<file path="config.mk">
export PLATFORM = sky130hd
export DESIGN_NAME = control_bus
export DESIGN_NICKNAME = d
export VERILOG_FILES = /design/src/rtl/control_bus.sv
export SDC_FILE = /design/constraint.sdc
export NUM_CORES = 1
export LEC_CHECK = 0
export ABC_AREA = 0
export CORE_ASPECT_RATIO = 0.6
export CORE_MARGIN = 4
export CORE_UTILIZATION = 45
export CTS_CLUSTER_SIZE = 16
export DETAILED_ROUTE_END_ITERATION = 16
export GPL_TIMING_DRIVEN = 1
export PLACE_DENSITY = 0.79
export SLEW_MARGIN = 20
export SYNTH_ARGS = -nofsm -noshare
export SYNTH_HDL_FRONTEND = slang
export SYNTH_SLANG_ARGS = --single-unit
export TNS_END_PERCENT = 100
</file>
<file path="constraint.sdc">
create_clock -name clk -period 5.1 [get_ports clk]
set_input_delay 1.02 -clock clk [delete_from_list [all_inputs] [get_ports clk]]
set_output_delay 1.02 -clock clk [all_outputs]
set_load 0.05 [all_outputs]
</file>
<file path="src/rtl/control_bus.sv">
// Bus transfer sequencer: turns a register-to-register move command into a
// DRIVE / CAPTURE / RELEASE strobe sequence on the shared data bus.
module control_bus #(
    parameter int N_REG = 4,
    parameter int W     = 8,
    parameter int SW    = 2
) (
    input  logic             clk,
    input  logic             rst_n,
    input  logic             cmd_valid,
    output logic             cmd_ready,
    input  logic [SW-1:0]    cmd_src,
    input  logic [SW-1:0]    cmd_dst,
    output logic [N_REG-1:0] load,
    output logic [N_REG-1:0] save,
    input  logic [W-1:0]     bus_in,
    output logic [W-1:0]     dato,
    output logic             done,
    output logic             error,
    output logic [7:0]       n_transf
);

    localparam logic [1:0] IDLE    = 2'd0;
    localparam logic [1:0] DRIVE   = 2'd1;
    localparam logic [1:0] CAPTURE = 2'd2;
    localparam logic [1:0] RELEASE = 2'd3;

    // Handshake: a command transfers on a rising edge with cmd_valid && cmd_ready;
    // cmd_ready is high exactly in IDLE, and cmd_* are ignored otherwise.
    logic [1:0]    state;
    logic [SW-1:0] dst_q;
    logic          cmd_bad;
    logic          accept;

    function automatic logic [N_REG-1:0] onehot(input logic [SW-1:0] idx);
        logic [N_REG-1:0] v;
        v = '0;
        for (int i = 0; i < N_REG; i++) begin
            v[i] = (idx == SW'(i));
        end
        return v;
    endfunction

    assign cmd_ready = (state == IDLE);
    assign accept    = cmd_valid && cmd_ready;
    assign cmd_bad   = (cmd_src == cmd_dst) ||
                       (32'(cmd_src) >= 32'(N_REG)) ||
                       (32'(cmd_dst) >= 32'(N_REG));

    // Strobes are registered and sequenced so save always drops a cycle
    // before load, giving the destination hold time on a still-driven bus.
    always_ff @(posedge clk or negedge rst_n) begin
        if (!rst_n) begin
            state    <= IDLE;
            dst_q    <= '0;
            load     <= '0;
            save     <= '0;
            dato     <= '0;
            done     <= 1'b0;
            error    <= 1'b0;
            n_transf <= 8'd0;
        end else begin
            done  <= 1'b0;
            error <= 1'b0;
            case (state)
                IDLE: begin
                    if (accept) begin
                        if (cmd_bad) begin
                            error <= 1'b1;
                        end else begin
                            dst_q <= cmd_dst;
                            load  <= onehot(cmd_src);
                            state <= DRIVE;
                        end
                    end
                end
                DRIVE: begin
                    save  <= onehot(dst_q);
                    state <= CAPTURE;
                end
                CAPTURE: begin
                    save  <= '0;
                    dato  <= bus_in;
                    state <= RELEASE;
                end
                RELEASE: begin
                    load     <= '0;
                    done     <= 1'b1;
                    n_transf <= n_transf + 8'd1;
                    state    <= IDLE;
                end
                default: begin
                    load  <= '0;
                    save  <= '0;
                    state <= IDLE;
                end
            endcase
        end
    end

endmodule

</file>
==> results.sh <==
export IMPL_core_area_um2=2610
export IMPL_ys_warn_count=0
export IMPL_min_path_type="flip-flop to flip-flop"
export IMPL_cts_hold_buf=0
export IMPL_tritoncts="yes"
export IMPL_insertion_delay_ps=280
export IMPL_fillers=178
export IMPL_vdd_drop_max_mv=0.581
export IMPL_tightest_slew_ps=551
export IMPL_dp_worst_setup_slack_ps=2400
export IMPL_cp_arrival_ps=1970
export IMPL_vias=916
export IMPL_dpl_hpwl_um=2020
export IMPL_setup_viol=0
export IMPL_portBuffers=41
export IMPL_drv_slew=0
export IMPL_grt_pass1_vias=943
export IMPL_antenna_found_initial=0
export IMPL_cp_top_family="buffers and inverters"
export IMPL_yosysUniqueCellTypes=24
export IMPL_cts_resized=0
export IMPL_dp_cells=168
export IMPL_outcome="finished, final reports clean"
export IMPL_clkTransAtPathRegs_ps=60
export IMPL_sequentialPowerShare=0.274
export IMPL_layout_drive_gt1_share=0.194
export IMPL_grt_max_degree=31
export IMPL_gp_congestion=0.776
export IMPL_hold_violations=0
export IMPL_syn_area_per_cell_um2=13.4
export IMPL_power_density_nw_per_um2=788
export IMPL_fmax_ghz=0.335
export IMPL_cts_root_buf="clkbuf_8"
export IMPL_power_leakage_nw=0.816
export IMPL_pwr_share_comb=0.524
export IMPL_crit_path_end_kind="output pin"
export IMPL_synthesis_area_um2=1280
export IMPL_final_nets=163
export IMPL_dr_pass1_iters=3
export IMPL_slew_headroom=0.632
export IMPL_mostFrequentLayoutCells="clkdlybuf4s50_1 (41), dfrtp_1 (30), mux2_2 (16)"
export IMPL_die_w_um=77.0
export IMPL_required_ps=4080
export IMPL_p_clk_frac=0.202
export IMPL_synth_nets=116
export IMPL_rsz0062_at_grt="false"
export IMPL_dpl_cell_area_um2=1730
export IMPL_p_switching_w=0.000637
export IMPL_clock_path_buffers=2
export IMPL_wire_per_inst_um=16.6
export IMPL_max_cap_violations=0
export IMPL_finalSetupTns_ps=0
export IMPL_cpPeakStageDelay_ps=850
export IMPL_skew_ps=5.96
export IMPL_ant_nets=0
export IMPL_postSynthCellCount=96
export IMPL_design_area_um2=1880
export IMPL_avgViaCountPerCell=5.20
export IMPL_grtUsageTotal=0.173
export IMPL_switching_share=0.431
export IMPL_post_cts_setup_buffer_count=0
export IMPL_min_period_ps=2990
export IMPL_cp_slowest_cell="clkdlybuf4s50_1"
export IMPL_fin_crit_sh=0.586
export IMPL_wirelength_um=2920
export IMPL_setup_ws_ps=2110
export IMPL_cts_htree_levels=2
export IMPL_fp_row_count=14
export IMPL_overflow=0
export IMPL_final_common_cell="clkdlybuf4s50_1"
export IMPL_internal_power_w=0.000842
export IMPL_synth_seq_cells=30
export IMPL_initial_core_util=0.492
export IMPL_drt_iter0_drc=41
export IMPL_dieHeight_um=49.4
export IMPL_remaining_drc_errors=0
export IMPL_critPathKind="flip-flop to output pin"
export IMPL_n_antenna_cell=0
export IMPL_cts_buffers=5
export IMPL_die_area_um2=3800
export IMPL_synthToLayoutAreaGrowth_pct=46.1
export IMPL_grt_pass1_wl_um=4910
export IMPL_cp_start_kind="flip-flop"
export IMPL_yosysSeqAreaShare=0.585
export IMPL_numClockSinks=30
export IMPL_layout_cells_non_filler=176
export IMPL_io_pin_count=42
export IMPL_crit_fanout=6
export IMPL_critPathBufInv=2
export IMPL_path_cells="inv_1 -> ha_1 -> clkdlybuf4s50_1"
## final timing paths
check | startpoint | endpoint | slack (ps) | depth (start not counted)
worst max register to register | state[1]$_DFFE_PN0P_ | load[1]$_DFFE_PN0P_ | 3230 | 5
worst min register to register | n_transf[7]$_DFFE_PN0P_ | n_transf[7]$_DFFE_PN0P_ | 470 | 1
min in group asynchronous | rst_n | load[3]$_DFFE_PN0P_ | 1140 | 2
worst min-delay path | n_transf[7]$_DFFE_PN0P_ | n_transf[7]$_DFFE_PN0P_ | 470 | 1
max in group asynchronous | rst_n | dato[0]$_DFFE_PN0N_ | 3680 | 2
worst max-delay path | state[0]$_DFFE_PN0P_ | cmd_ready | 2110 | 3
## state kept, by name, summed over array words and instances, names as in the netlist
| name | cells |
|---|---|
| done | 1 |
| error | 1 |
| dato | 8 |
| n_transf | 8 |
| load | 4 |
| state | 2 |
| dst_q | 2 |
| save | 4 |
## synthesized netlist by cell type (all sizes together)
cell type	number	share of area
a21oi	1	0.0039
a311oi	1	0.012
a31oi	1	0.0049
and3b	1	0.0078
and4	1	0.0078
buf	1	0.0039
clkbuf	1	0.0029
dfrtp	30	0.58
ha	5	0.049
inv	6	0.018
mux2	16	0.14
nand2	5	0.015
nand2b	2	0.0097
nand3	1	0.0039
nand4	3	0.015
nor2	2	0.0059
nor2b	1	0.0049
nor3	2	0.0078
nor3b	2	0.012
o22ai	2	0.0097
o32a	1	0.0078
o32ai	2	0.014
xnor2	5	0.034
xor2	4	0.027
## kinds of logic after synthesis
logic type,after synthesis,synth area share
buffers and inverters,8,0.0244
XOR/XNOR,9,0.0614
AO/OA/AOI/OAI,8,0.0517
multiplexers,16,0.140
flip-flops,30,0.585
adder cells (fa/ha/maj),5,0.0487
AND/OR/NAND/NOR,20,0.0887
## stage by stage
stage	total power, W	hold slack [ps]	utilization
2_1_floorplan	0.000936	486	-
3_3_place_gp	0.00116	456	0.664
3_5_place_dp	0.00118	458	0.664
4_1_cts	0.00149	471	0.719
5_1_grt	0.00156	497	0.719
6_report	0.00148	466	0.719
## area by class of cell
cell class              instances  area [um2]  share of cell area
multi-input cells              58         502               0.268
flip-flops and latches         30         751               0.400
clock inverters                 2        60.1              0.0320
well taps                      32        40.0              0.0213
clock buffers                   6        82.6              0.0440
inverters                       6        22.5              0.0120
repair buffers                 42         418               0.223
## routing by layer
layer	part of all wire	wire, um	global-route usage	vias up
met2	0.45	1320	0.246	20
met5	0	0	0	-
met1	0.48	1410	0.231	459
met4	0.013	39	0.0542	0
met3	0.053	155	0.0830	6
li1	-	-	-	431
## power groups by stage
stage	Clock (W)	Sequential, W	Combinational (W)
2_1_floorplan	0	0.000669	0.000267
3_3_place_gp	0	0.000402	0.000758
3_5_place_dp	0	0.000406	0.000771
4_1_cts	0.000305	0.000405	0.000780
5_1_grt	0.000319	0.000421	0.000816
6_report	0.000299	0.000405	0.000775
Power figures use the tool's default switching activity.
